==> src/rtl/npu_pkg.sv <==
// Shared types and widths for the neuron-lane MAC sequencer and its requantizer.
package npu_pkg;

  localparam int OP_W  = 8;
  localparam int ACC_W = 16;
  localparam int CNT_W = 8;

  typedef enum logic [2:0] {
    ST_IDLE  = 3'd0,
    ST_LOAD  = 3'd1,
    ST_ACC   = 3'd2,
    ST_DRAIN = 3'd3,
    ST_FIN   = 3'd4,
    ST_OUT   = 3'd5
  } seq_state_t;

endpackage

==> src/rtl/mac_requant.sv <==
// Combinational requantizer: optional ReLU, round-half-up arithmetic shift,
// and saturation of a signed 16-bit accumulator to a signed 8-bit result.
module mac_requant
  import npu_pkg::*;
#(
  parameter int unsigned SHIFT = 7,
  parameter bit          RELU  = 1'b1
) (
  input  logic [ACC_W-1:0] y_i,
  output logic [OP_W-1:0]  q_o
);

  // 17 bits leave headroom for the rounding offset on a full-scale positive value.
  logic signed [ACC_W:0] v;
  logic signed [ACC_W:0] r;

  always_comb begin
    v = {y_i[ACC_W-1], y_i};
    if (RELU && y_i[ACC_W-1]) begin
      v = '0;
    end
  end

  generate
    if (SHIFT > 0) begin : g_round
      localparam logic signed [ACC_W:0] HALF = 17'sd1 <<< (SHIFT - 1);
      assign r = (v + HALF) >>> SHIFT;
    end else begin : g_pass
      assign r = v;
    end
  endgenerate

  always_comb begin
    if (r > 17'sd127) begin
      q_o = 8'h7F;
    end else if (r < -17'sd128) begin
      q_o = 8'h80;
    end else begin
      q_o = r[OP_W-1:0];
    end
  end

endmodule

==> src/rtl/mac_seq.sv <==
// Drives one MAC through a bias-preloaded signed dot product of runtime length,
// then requantizes the accumulator and hands the result out over valid/ready.
module mac_seq
  import npu_pkg::*;
#(
  parameter int unsigned SHIFT = 7,
  parameter bit          RELU  = 1'b1
) (
  input  logic             CLKEXT,
  input  logic             RSTN,
  input  logic             START,
  input  logic [CNT_W-1:0] LEN,
  input  logic [OP_W-1:0]  BIAS,
  input  logic             IN_VALID,
  output logic             IN_READY,
  input  logic [OP_W-1:0]  IN_A,
  input  logic [OP_W-1:0]  IN_B,
  output logic             EN_MAC,
  output logic             RST_MAC,
  output logic [OP_W-1:0]  BIAS_OUT,
  output logic [OP_W-1:0]  A_OUT,
  output logic [OP_W-1:0]  B_OUT,
  input  logic [ACC_W-1:0] Y_IN,
  output logic             OUT_VALID,
  input  logic             OUT_READY,
  output logic [OP_W-1:0]  OUT_DATA,
  output logic             BUSY
);

  seq_state_t       state_q, state_d;
  logic [CNT_W-1:0] cnt_q, cnt_d;
  logic             en_q, en_d;
  logic             rst_q, rst_d;
  logic [OP_W-1:0]  bias_q, bias_d;
  logic [OP_W-1:0]  a_q, a_d;
  logic [OP_W-1:0]  b_q, b_d;
  logic [OP_W-1:0]  out_q, out_d;
  logic [OP_W-1:0]  requant;

  mac_requant #(
    .SHIFT(SHIFT),
    .RELU (RELU)
  ) u_requant (
    .y_i(Y_IN),
    .q_o(requant)
  );

  always_ff @(posedge CLKEXT or negedge RSTN) begin
    if (!RSTN) begin
      state_q <= ST_IDLE;
      cnt_q   <= '0;
      en_q    <= 1'b0;
      rst_q   <= 1'b0;
      bias_q  <= '0;
      a_q     <= '0;
      b_q     <= '0;
      out_q   <= '0;
    end else begin
      state_q <= state_d;
      cnt_q   <= cnt_d;
      en_q    <= en_d;
      rst_q   <= rst_d;
      bias_q  <= bias_d;
      a_q     <= a_d;
      b_q     <= b_d;
      out_q   <= out_d;
    end
  end

  // MAC enable is registered, so it is raised on the edge that enters LOAD
  // and on every accepted pair, landing in the following cycle.
  always_comb begin
    state_d = state_q;
    cnt_d   = cnt_q;
    en_d    = 1'b0;
    rst_d   = 1'b0;
    bias_d  = bias_q;
    a_d     = a_q;
    b_d     = b_q;
    out_d   = out_q;
    unique case (state_q)
      ST_IDLE: begin
        if (START) begin
          state_d = ST_LOAD;
          cnt_d   = LEN;
          bias_d  = BIAS;
          en_d    = 1'b1;
          rst_d   = 1'b1;
        end
      end
      ST_LOAD: begin
        state_d = (cnt_q != '0) ? ST_ACC : ST_FIN;
      end
      ST_ACC: begin
        if (IN_VALID) begin
          a_d   = IN_A;
          b_d   = IN_B;
          en_d  = 1'b1;
          cnt_d = cnt_q - 8'd1;
          if (cnt_q == 8'd1) begin
            state_d = ST_DRAIN;
          end
        end
      end
      ST_DRAIN: begin
        state_d = ST_FIN;
      end
      ST_FIN: begin
        out_d   = requant;
        state_d = ST_OUT;
      end
      ST_OUT: begin
        if (OUT_READY) begin
          state_d = ST_IDLE;
        end
      end
      default: begin
        state_d = ST_IDLE;
      end
    endcase
  end

  assign IN_READY  = (state_q == ST_ACC);
  assign OUT_VALID = (state_q == ST_OUT);
  assign BUSY      = (state_q != ST_IDLE);
  assign EN_MAC    = en_q;
  assign RST_MAC   = rst_q;
  assign BIAS_OUT  = bias_q;
  assign A_OUT     = a_q;
  assign B_OUT     = b_q;
  assign OUT_DATA  = out_q;

endmodule
==> config.mk <==
export PLATFORM = sky130hd
export DESIGN_NAME = mac_seq
export DESIGN_NICKNAME = d
export VERILOG_FILES = /design/src/rtl/npu_pkg.sv /design/src/rtl/mac_requant.sv /design/src/rtl/mac_seq.sv
export SDC_FILE = /design/constraint.sdc
export NUM_CORES = 1
export LEC_CHECK = 0
export ABC_AREA = 1
export ABC_CLOCK_PERIOD_IN_PS = 2800
export BUFFER_PORTS_ARGS = -buffer_cell sky130_fd_sc_hd__buf_2
export CORE_ASPECT_RATIO = 1.75
export CORE_MARGIN = 10
export CORE_UTILIZATION = 52
export CTS_BUF_LIST = sky130_fd_sc_hd__clkbuf_8 sky130_fd_sc_hd__clkbuf_16
export CTS_CLUSTER_DIAMETER = 200
export DETAILED_ROUTE_END_ITERATION = 10
export PLACE_DENSITY = 0.91
export SYNTH_ARGS = -nofsm -noshare
export SYNTH_HDL_FRONTEND = slang
export SYNTH_SLANG_ARGS = --single-unit
==> constraint.sdc <==
create_clock -name CLKEXT -period 2.8 [get_ports CLKEXT]
set_clock_uncertainty 0.2 [all_clocks]
set_input_delay 0.56 -clock CLKEXT [delete_from_list [all_inputs] [get_ports CLKEXT]]
set_output_delay 0.56 -clock CLKEXT [all_outputs]
set_load 0.005 [all_outputs]
* Word-level counts from Yosys, hierarchy flattened *
Index checks and enable logic that the tools add are counted.

word-level totals
  output and inout port bits = 37
  register bits = 45
  bits of input ports = 53
  logic and storage cells = 46

cells by class
  $lt $le $gt $ge = 2
  eq/ne operators = 10
  muxes and demuxes = 16
  reduce and logical (&&, ||, !) cells = 8
  add/sub/neg operators = 2

operators with widths
  operator                                                count
  2-to-1 mux 8 bit                                        4
  one-hot mux 3 bit (6 select lines)                      1
  adder 15 x 7 -> 16 bit (second input constant)          1
  one-hot mux 8 bit (2 select lines)                      1
  2-to-1 mux 15 bit                                       1
  2-to-1 mux 3 bit                                        5
  > comparator 10 x 8 -> 1 bit (second input constant)    1
  < comparator 10 x 8 -> 1 bit (second input constant)    1
  equality test 8 x 1 -> 1 bit (second input constant)    1
  nonzero test 8 bit                                      1
  subtractor 8 x 1 -> 8 bit (second input constant)       1
  equality test 3 x 2 -> 1 bit (second input constant)    2
  equality test 3 bit (second input constant)             2
  inequality test 2 x 1 -> 1 bit (second input constant)  2
  inequality test 2 bit (second input constant)           2
  AND reduction 2 bit                                     2
  AND reduction 4 bit                                     1
  equality test 3 x 1 -> 1 bit (second input constant)    1
  zero test 3 bit                                         1
  2-to-1 mux 1 bit                                        3
  AND reduction 3 bit                                     1
  nonzero test 3 bit                                      1
  one-hot mux 1 bit (2 select lines)                      1
  nonzero test 2 bit                                      1

* Longest topological paths before layout *
Gate-level depths: netlist of the first run.

  depth in word-level cells = 5
  mapped depth = 10
  depth with buffers taken out = 10

* Hierarchy *
From an unflattened synthesis of the first run, not the netlist that was laid out.

second synthesis, totals
  cell total of the unflattened synthesis = 308
  area, all modules = 2458.6 µm²

modules (own cells, without submodules)
  module       sequential area each (µm²)  times used  area an instance (µm²)  cells an instance
  mac_seq      1126.1                      1           2128.3                  245
  mac_requant  0.0                         1           330.3                   63

* Least setup slack after synthesis of the first run *
No wires, ideal clock.

  kind = input-to-reg
  from = input port Y_IN[6]
  to = register out_q[5] (netlist: OUT_DATA[5])
  data required time = 2.483 ns
  slack = 0.812 ns
  path buffers = 0
  stages on the path = 10
  library setup time = 0.117 ns
  arrival = 1.671 ns
  cells stage by stage = inv_1 -> nor2_1 -> ha_1 -> inv_1 -> nor2_1 -> nand2_1 -> nand2_1 -> nand3_1 -> nor2_1 -> nor2_1

on the way
  cells in the longest elaborated chain, start to end = 5
  elaborated cells between the ends (all ways) = 6
  classes of those cells = add/sub (1); order compare (2); mux (3)

RTL lines
  what                          line               source
  start: declaration            mac_seq.sv:23      input logic [ACC_W-1:0] Y_IN,
  2-to-1 mux 15 bit (*)         mac_requant.sv:19  if (RELU && y_i[ACC_W-1]) begin
  adder 15 x 7 -> 16 bit (*)    mac_requant.sv:27  assign r = (v + HALF) >>> SHIFT;
  < comparator 10 x 8 -> 1 bit  mac_requant.sv:36  end else if (r < -17'sd128) begin
  2-to-1 mux 8 bit              mac_requant.sv:36
  2-to-1 mux 8 bit (*)          mac_requant.sv:34  if (r > 17'sd127) begin
  end signal: assignment        mac_seq.sv:66      out_q <= out_d;
  end: declaration              mac_seq.sv:37      logic [OP_W-1:0] out_q, out_d;

Mark *: on every way between the ends. The rest lies on a longest branch, timed or not.
A chain may end at the register's enable or synchronous reset.

* Worst setup path in the final report of the first run *
  from = register state_q[0]
  to = output port IN_READY

on the way
  cells in the longest elaborated chain, start to end = 1

RTL lines
  what                          line            source
  start: declaration            mac_seq.sv:30   seq_state_t state_q, state_d;
  start signal: assignment      mac_seq.sv:59   state_q <= state_d;
  equality test 3 x 2 -> 1 bit  mac_seq.sv:123  assign IN_READY = (state_q == ST_ACC);
  end: declaration              mac_seq.sv:15   output logic IN_READY,

Every way passes these cells.

==> results of run 1 <==
## power by group
part	internal, mW	total [mW]	switching (mW)
registers	0.962	1.15	0.191
logic	0.560	1.18	0.625
clock network	0.177	0.408	0.231
total	1.70	2.75	1.05
## per-stage QoR
step | std cells | util, % | cell area [um2] | power [mW]
final | 391 | 67.8 | 2810 | 2.75
after detailed placement | 382 | 65.4 | 2710 | 2.37
after CTS | 391 | 67.8 | 2810 | 2.78
after global placement | 382 | 65.4 | 2710 | 2.29
after global routing | 391 | 67.8 | 2810 | 2.96
after floorplan | 253 | - | 2250 | 1.89
## cells in the final DEF (no fill, tap or decap), types with 2 or more instances in the layout
cell type and instances:
o21ai_0 13, buf_2 83, dfrtp_1 45, nor2_1 39, a21oi_1 2, nand4_1 2
inv_1 18, buf_4 3, nand2_1 68, mux2_4 9, xor2_1 4, ha_1 3
clkbuf_8 5, mux2_2 7, nand3_1 19, o211ai_1 3
## sequential cells by signal, summed over array words and instances (netlist names)
signal	count
OUT_DATA	8
B_OUT	8
state_q	3
RST_MAC	1
EN_MAC	1
cnt_q	8
BIAS_OUT	8
A_OUT	8
## routing by layer
metal	vias to the layer above	GRT usage, %	wire length (um)
met5	-	0	0
met4	0	7.37	121
met1	925	15.6	2230
met3	8	3.42	244
met2	55	28.5	3140
li1	987	-	-
## repair_timing
item	in CTS	in global routing
hold endpoints to repair	14	0
hold buffers	1	0
resized for setup	0	0
## cells by family (layout without fill, tap and decap cells)
group / Yosys count / count (layout)
and+or+nand+nor: 136 / 136
DFF: 45 / 45
AOI/OAI and AO/OA: 23 / 23
xor gates and xnor gates: 4 / 4
adders and majority gates: 3 / 3
muxes: 16 / 16
buffers and inverters: 26 / 115
## tightest hold or removal path: stages
cell     delay (ns)
buf_2          0.07
nand2_1        0.04
nand2_1        0.05
## worst max path at each step
| stage | from | endpoint | slack [ns] | depth (start not counted) |
|---|---|---|---|---|
| after floorplan | Y_IN[6] | OUT_DATA[5] | 0.81 | 10 |
| after global placement | Y_IN[15] | OUT_DATA[5] | 0.46 | 10 |
| after detailed placement | Y_IN[15] | OUT_DATA[1] | 0.44 | 10 |
| after CTS | state_q[0] | IN_READY | 0.66 | 4 |
| after global routing | Y_IN[15] | OUT_DATA[1] | 0.58 | 10 |
| final | state_q[0] | IN_READY | 0.67 | 4 |
## cell type report
cell class              count  share of cell area [%]
flip-flops and latches     45                    40.0
multi-input cells         182                    35.9
repair buffers             87                    15.9
inverters                  20                    2.76
clock buffers               5                    2.45
well taps                  49                    2.18
clock inverters             3                   0.756
==> summary.md, run 1 <==
| Metric | Value |
|---|---|
| Ys Warns | 0 |
| Final Slew Violations | 0 |
| Total track usage | 15.4% |
| Worst-skew pair later-pin latency | 0.30 ns |
| Hold path depth | 3 |
| Wirelength per Cell | 14.7 um |
| Die height | 107 um |
| Post-synth EDFFs | 0 |
| Die X | 69.8 um |
| R2r startpoint | state_q[0] |
| Multi-input logic area | 0.00101 mm2 |
| Worst VDD drop | 535 uV |
| Post-synthesis mux area share | a little under a tenth |
| Synthesized-area fraction occupied by adder cells | under 10% |
| Clock transition at path regs | 0.09 ns |
| Crit path max-delay cell type | dfrtp_1 |
| FF-to-FF setup slack | 0.77 ns |
| CTS tree | built |
| Inserted Clock Buffers | 5 |
| Vias/cell | ~5 |
| Synth cell count leaders | nand2_1, dfrtp_1, nor2_1 |
| Post-synthesis xor/xnor area fraction | 1.55% |
| Htree depth | 2 |
| Starting Density | 54.3% |
| Core area | 0.00415 mm2 |
| Rel. slew slack | 65.4% |
| Kind of end point of the critical path | output pin |
| Post-Route WL | 5740 um |
| Reg-to-reg endpoint | cnt_q[2] |
| Port bufs | 83 |
| Layout area overhead | 24.8% |
| Final hold vios | 0 |
| WP data required | 2.04 ns |
| Storage cell area | 0.00113 mm2 |
| Final setup viols | 0 |
| Unique cell type count in the Yosys netlist | 31 |
| Slowest stage delay, CP | approximately 0.47 ns |
| Max-cap violations | 0 |
| DP HPWL | 4610 um |
| Syn Std Cell Area | around 0.0023 mm2 |
| Leakage power | 1.50 nW |
| I/O Pins | 90 |
| Synthesized flop and latch total | 45 |
| Fmax | 470 MHz |
| Final setup margin | 0.671 ns |
| Routed vias | 1975 |
| Cells on worst reg2reg path | 5 |
| Startpoint type of the worst setup path | flip-flop |
| Share of the synthesized area in the top cell type | roughly 50% |
| FFs w/ async S/R, synth | 100% |
| Drt first pass iters | 4 |
| CP Class | reg -> out |
| Simple-gate share of the synthesized area | 26.1% |
| Site row count | 31 |
| Root Driver | clkbuf_8 |
| Period utilisation layout | 76.0% |
| Number of remaining DRC errors | 0 |
| Largest family of logic cells by synthesized area | simple AND/OR/NAND/NOR gates |
| PD cells | ~1000 mW/mm2 |
| Sequential share of the synthesized area | 49.9% |
| Setup Slack @ Placement | 0.439 ns |
| Worst min path class | in -> reg |
| CTS Buffer Depth | 2 |
| Avg Inst Size Synth | 8.91 um2 |
| DRT iter0 DRCs | 122 |
| RSZ-0062 raised after global routing | false |
| Pin count of the biggest net entering global routing | 21 |
| Gp weighted congestion | between 0.9 and 1 |
| Cells along the critical path | nor2_4 > nand2_4 > inv_4 > buf_2 |
| Post-Synthesis Net Count | 309 |
| Ant diodes | 0 |
| Layout cells sized above 1 | 34.5% |
| Initial antenna violation count | 0 |
| Post-DRT Antenna Nets | 0 |
| Vias in the first global route | 2048 |
| Hold Crit Start | BIAS[6] |
| Buf+Inv Stages, Crit Path | 2 |
| Final net count | 397 |
| Compound-Gate Fraction of Synth Area | 5.94% |
| Die Footprint | 0.00747 mm2 |
| Crit-path max FO | 16 |
| Setup Fix Bufs, Post-CTS | 0 |
| Grt ovf | 0 |
| Leading area contributor after synthesis | dfrtp_1 |
| Clock sink total | between 40 and 50 |
| Minimum clock period | 2.13 ns |
| Outcome | finished, final reports clean |
| Global-route wire length before repair | about 9500 um |
| Fillers | 338 |
| Cell with the most instances after synthesis | nand2_1 |
| Hold WS | 0.249 ns |
| Main synth FF type | dfrtp_1 |
| TNS Setup | 0 ns |
| Synth area leaders | dfrtp_1, nand2_1, nor2_1 |
| Mapped Cells | roughly 250 |
| Tightest Pin Transition | between 0.5 and 0.6 ns |
| Worst Hold Path EP | BIAS_OUT[6] |
| Data arrival, critical path | about 1.4 ns |
| Delay-heaviest family, CP | flip-flops |
Note: power is estimated with default switching activity, not from simulation.
==> run 2: changes to the inputs <==
--- a/config.mk
+++ b/config.mk
@@ -6,15 +6,15 @@
 export NUM_CORES = 1
 export LEC_CHECK = 0
 export ABC_AREA = 1
-export ABC_CLOCK_PERIOD_IN_PS = 2800
+export ABC_CLOCK_PERIOD_IN_PS = 1700
 export BUFFER_PORTS_ARGS = -buffer_cell sky130_fd_sc_hd__buf_2
 export CORE_ASPECT_RATIO = 1.75
 export CORE_MARGIN = 10
-export CORE_UTILIZATION = 52
+export CORE_UTILIZATION = 44
 export CTS_BUF_LIST = sky130_fd_sc_hd__clkbuf_8 sky130_fd_sc_hd__clkbuf_16
 export CTS_CLUSTER_DIAMETER = 200
 export DETAILED_ROUTE_END_ITERATION = 10
-export PLACE_DENSITY = 0.91
+export PLACE_DENSITY = 0.83
 export SYNTH_ARGS = -nofsm -noshare
 export SYNTH_HDL_FRONTEND = slang
 export SYNTH_SLANG_ARGS = --single-unit
==> constraint.sdc (replaced) <==
create_clock -name CLKEXT -period 1.7 [get_ports CLKEXT]
set_clock_uncertainty 0.2 [all_clocks]
set_input_delay 0.34 -clock CLKEXT [delete_from_list [all_inputs] [get_ports CLKEXT]]
set_output_delay 0.34 -clock CLKEXT [all_outputs]
set_load 0.005 [all_outputs]
==> run 2 against run 1 <==
  * Die area increased by 14%
  * Critical path type unchanged
  * Clock power increased by 88%
  * Critical endpoint is now OUT_VALID
  * First-iteration DRC count down 30%
  * Sequential share of layout area shrank 3.2 points
  * Routed wire length up 4.8%
  * Flip-flop and latch count did not move
  * Combinational power increased by 94%
  * Via count is 5.7% higher
  * The run now ends with negative setup slack left
  * Utilization shrank 6.2 points
==> summary.md, run 2 (synthesis results as in run 1) <==
| Metric | Value |
|---|---|
| Post-DP Area | 0.00285 mm2 |
| Post-layout util | between 60% and 70% |
| I/O Pins | 90 |
| Die Footprint | between 0.008 and 0.009 mm2 |
| Commonest non-fill, non-tap cell in the layout | buf_2 |
| Sequential power share | between 30% and 40% |
| Total track usage | about 15% |
| Post-Route WL | 6010 um |
| Sw power | 1.75 mW |
| Commonest non-fill, non-tap cells in the layout | buf_2, nand2_1, dfrtp_1 |
| Sw Ratio | 35.5% |
| Period utilisation layout | 102% |
| Initial antenna violation count | 0 |
| RSZ-0062 raised after global routing | true |
| Worst-skew pair later-pin latency | 0.29 ns |
| Gp weighted congestion | 0.793 |
| Final net count | 418 |
| Clock transition at path regs | 0.08 ns |
| Die height | 115 um |
| Tightest Pin Transition | 0.240 ns |
| Finished Cell Area | approximately 0.0031 mm2 |
| Fmax | 579 MHz |
| Post-DRT Antenna Nets | 0 |
| Clock Power Share | 15.5% |
| Inserted Clock Buffers | 5 |
| Pin count of the biggest net entering global routing | 46 |
| Ant diodes | 0 |
| Number of remaining DRC errors | 0 |
| Rel. slew slack | a little over four fifths |
| Root Driver | clkbuf_8 |
| Max-cap violations | 0 |
| Comb pwr share | between 40% and 50% |
| Worst VDD drop | between 900 and 1000 uV |
| CTS tree | built |
| Routed vias | 2087 |
| Core area | 0.00498 mm2 |
| Clock sink total | 45 |
| Final hold vios | 0 |
| Site row count | 34 |
| Vias/cell | 5.02 |
| Kind of end point of the critical path | output pin |
| Failing checks | negative setup slack |
| Data arrival, critical path | ~1.2 ns |
| Vias in the first global route | 2224 |
| Leakage power | roughly 1.6 nW |
| Layout cells sized above 1 | 40.1% |
| WP data required | 1.16 ns |
| CP Class | reg -> out |
| Grt ovf | 0 |
| Wirelength per Cell | 14.4 um |
| Final setup viols | 1 |
| Global-route wire length before repair | 10100 um |
| Port bufs | 83 |
| Layout area overhead | 36.0% |
| Starting Density | 45.3% |
| Minimum clock period | 1.73 ns |
| DRT iter0 DRCs | 86 |
| Drt first pass iters | 4 |
| Internal Pwr Total | roughly 3.2 mW |
| Worst min path class | in -> reg |
| Die X | between 70 and 80 um |
| DP HPWL | around 4600 um |
| Outcome | finished with violations |
| PD cells | 1610 mW/mm2 |
| Startpoint type of the worst setup path | flip-flop |
| Final Slew Violations | 0 |
| Final setup margin | -0.0284 ns |
| CTS Buffer Depth | 2 |
| Crit-path max FO | 5 |
| Htree depth | 2 |
run 2: cell types whose count changed in the layout (fill, tap and decap cells not counted), sizes merged:
cell	change
inv	-1
clkinvlp	-1
bufinv	+1
buf	+21
run 2: cell type report:
type                    instances  area [um2]
repair buffers                108         654
clock buffers                   5        68.8
well taps                      54        67.6
multi-input cells             182        1030
flip-flops and latches         45        1130
clock inverters                 2        35.0
fillers                       439        1910
inverters                      20        77.6
run 2: final timing paths:
kind,start,to,slack (ns),cells after the start
max in group asynchronous,RSTN,state_q[2],0.69,3
worst max-delay path,state_q[0],OUT_VALID,-0.03,4
worst min register to register,BIAS_OUT[4],BIAS_OUT[4],0.28,2
worst min-delay path,BIAS[4],BIAS_OUT[4],0.04,3
worst max register to register,state_q[1],cnt_q[5],0.06,7
min in group asynchronous,RSTN,EN_MAC,0.36,3
run 2: worst max-delay path, cell delays in order, from the launching register on:
cell,delay (ns)
dfrtp_1,0.39
buf_4,0.16
nand2_1,0.08
nor2_2,0.14
buf_2,0.14
run 2: power by group through the flow:
stage          clock, mW  sequential (mW)  combinational (mW)
2_1_floorplan          0             1.92                1.18
3_3_place_gp           0             1.86                2.03
3_5_place_dp           0             1.90                2.10
4_1_cts            0.793             1.88                2.27
5_1_grt            0.831             1.95                2.57
6_report           0.766             1.88                2.29
run 2: routing by layer:
metal | up-vias | share of wire [%] | GRT usage [%]
li1 | 1029 | - | -
met1 | 997 | 36 | 15.0
met2 | 57 | 56 | 27.5
met3 | 4 | 6.3 | 3.82
met4 | 0 | 1.4 | 5.49
met5 | - | 0 | 0
run 2: stage by stage:
stage	hold WS [ns]	power [mW]	std cells	setup TNS (ns)	setup slack, ns
6_report	0.0432	4.94	416	-0.0284	-0.0284
3_3_place_gp	0.131	3.89	401	-0.833	-0.126
3_5_place_dp	0.136	4.00	401	-1.13	-0.171
2_1_floorplan	-0.156	3.11	253	0	0.0360
4_1_cts	0.0317	4.94	415	-0.00654	-0.00654
5_1_grt	0.0272	5.35	416	-0.124	-0.0790
run 2: timing repair:
action,in CTS,in global routing
endpoints found under the hold margin,45,0
pin swaps,1,0
resized for setup,7,6
hold buffers,1,0
buffers inserted,6,1
endpoints found under the setup margin,2,16
==> run 3: changes to the inputs <==
--- a/config.mk
+++ b/config.mk
@@ -14,6 +14,7 @@
 export CTS_BUF_LIST = sky130_fd_sc_hd__clkbuf_8 sky130_fd_sc_hd__clkbuf_16
 export CTS_CLUSTER_DIAMETER = 200
 export DETAILED_ROUTE_END_ITERATION = 10
+export HOLD_SLACK_MARGIN = 0.15
 export PLACE_DENSITY = 0.83
 export SYNTH_ARGS = -nofsm -noshare
 export SYNTH_HDL_FRONTEND = slang
==> run 3 against run 2 <==
  * The flow still finishes with violations (negative setup slack)
  * Fmax shrank 0.92%
  * Clock-buffer cell count stayed put
  * Non-clock buffer count is 27 higher
  * Utilization up 5.5 points
  * Cell count increased by 6.5%
  * Register-to-register slack about the same
  * Cell area increased by 8.9%
  * Worst hold slack improved by 0.12 ns
  * Sequential power is essentially flat
  * Sequential share of layout area fell by 3.0 points
  * Global-route usage rose by 1.2 points
  * Critical endpoint unchanged
==> summary.md, run 3 (synthesis results as in run 1) <==
| Metric | Value |
|---|---|
| Final net count | 445 |
| Number of remaining DRC errors | 0 |
| Kind of end point of the critical path | output pin |
| Leakage power | 1.75 nW |
| Die height | 115 um |
| Core area | 0.00498 mm2 |
| DP HPWL | 4640 um |
| Total track usage | 16.0% |
| Wirelength per Cell | 15.0 um |
| DRT iter0 DRCs | between 90 and 100 |
| Gp weighted congestion | 0.793 |
| Placed cell count | 401 |
| Post-Route WL | about 6600 um |
| PD cells | 1500 mW/mm2 |
| Root Driver | clkbuf_8 |
| Final Slew Violations | 0 |
| Hold Crit Start | OUT_READY |
| Worst-skew pair later-pin latency | 0.29 ns |
| Worst VDD drop | 1100 uV |
| Worst min path class | in -> reg |
| Die X | 74.1 um |
| Final setup margin | -0.0444 ns |
| Commonest non-fill, non-tap cells in the layout | buf_2, nand2_1, dfrtp_1 |
| Fmax | 573 MHz |
| Ant diodes | 0 |
| Inserted Clock Buffers | 5 |
| Failing checks | negative setup slack |
| Tightest Pin Transition | 0.235 ns |
| Crit path from | state_q[0] |
| Crit-path max FO | 5 |
| Initial antenna violation count | 0 |
| RSZ-0062 raised after global routing | true |
| Pwr Total | 5.02 mW |
| Drt first pass iters | 4 |
| Non-filler cells, final | 443 |
| Pin count of the biggest net entering global routing | between 40 and 50 |
| CTS tree | built |
| Vias in the first global route | 2345 |
| Post-layout util | 67.1% |
| Die Footprint | ~0.0085 mm2 |
| Hold WS | approximately 0.16 ns |
| Commonest non-fill, non-tap cell in the layout | buf_2 |
| Clock sink total | 45 |
| Outcome | finished with violations |
| Grt ovf | 0 |
| Clock transition at path regs | 0.07 ns |
| Layout area overhead | 48.2% |
| Starting Density | between 40% and 50% |
| Vias/cell | roughly 5 |
| Layout cells sized above 1 | a little under two fifths |
| R2r startpoint | state_q[1] |
| Period utilisation layout | 103% |
| CP Class | reg -> out |
| Final hold vios | 0 |
| Htree depth | 2 |
| CTS Buffer Depth | 2 |
| Global-route wire length before repair | 10900 um |
| I/O Pins | 90 |
| Rel. slew slack | 84.2% |
| Routed vias | 2222 |
| Minimum clock period | 1.74 ns |
| Data arrival, critical path | 1.20 ns |
| WP data required | between 1 and 1.5 ns |
| Port bufs | 83 |
| Final setup viols | 1 |
| Startpoint type of the worst setup path | flip-flop |
| Max-cap violations | 0 |
| Post-DRT Antenna Nets | 0 |
| Site row count | 34 |
## run 3: cell types whose count changed in the layout (fill, tap and decap cells not counted)
cell / before / now
buf_6: 3 / 4
buf_4: 20 / 19
dlygate4sd3_1: 1 / 28
## run 3: what timing repair did
| action | in CTS | in global routing |
|---|---|---|
| hold buffers | 28 | 0 |
| gates cloned | 0 | 0 |
| hold endpoints to repair | 72 | 0 |
| pin swaps | 1 | 0 |
| buffers inserted | 6 | 1 |
| gates resized for setup | 7 | 7 |
| setup endpoints to repair | 2 | 17 |
## run 3: layer usage
layer	GRT usage, %	vias up	wire length (um)
met5	0	-	0
met4	5.37	0	125
met3	3.91	8	315
met2	30.1	64	3760
met1	16.2	1063	2440
li1	-	1087	-
## run 3: worst paths after layout
kind | end | slack (ns) | cells past startpoint
worst max-delay path | OUT_VALID | -0.04 | 4
worst min-delay path | state_q[0] | 0.16 | 4
worst max register to register | B_OUT[2] | 0.07 | 6
worst min register to register | BIAS_OUT[4] | 0.28 | 2
max in group asynchronous | state_q[2] | 0.70 | 3
min in group asynchronous | EN_MAC | 0.36 | 3
## run 3: stage by stage
step                cell area (um2)  worst slack (ns)  TNS [ns]
finish                         3340           -0.0444   -0.0444
global route                   3340            -0.107    -0.160
CTS                            3310          -0.00654  -0.00654
detailed placement             2850            -0.171     -1.13
global placement               2850            -0.126    -0.833
floorplan                      2260            0.0360         0
## run 3: critical path, cell delays in order (launching register included)
cell,delay (ns)
dfrtp_1,0.39
buf_4,0.16
nand2_1,0.08
nor2_2,0.14
buf_2,0.15
## run 3: area by class of cell
cell class | count | area, um2
Inverter | 20 | 77.6
Timing Repair Buffer | 135 | 928
Fill cell | 402 | 1640
Multi-Input combinational cell | 182 | 1030
Tap cell | 54 | 67.6
Clock buffer | 5 | 68.8
Sequential cell | 45 | 1130
Clock inverter | 2 | 35.0
## run 3: where the power goes
part           switching (mW)  internal, mW
logic                    1.15          1.21
registers               0.300          1.59
clock network           0.339         0.427
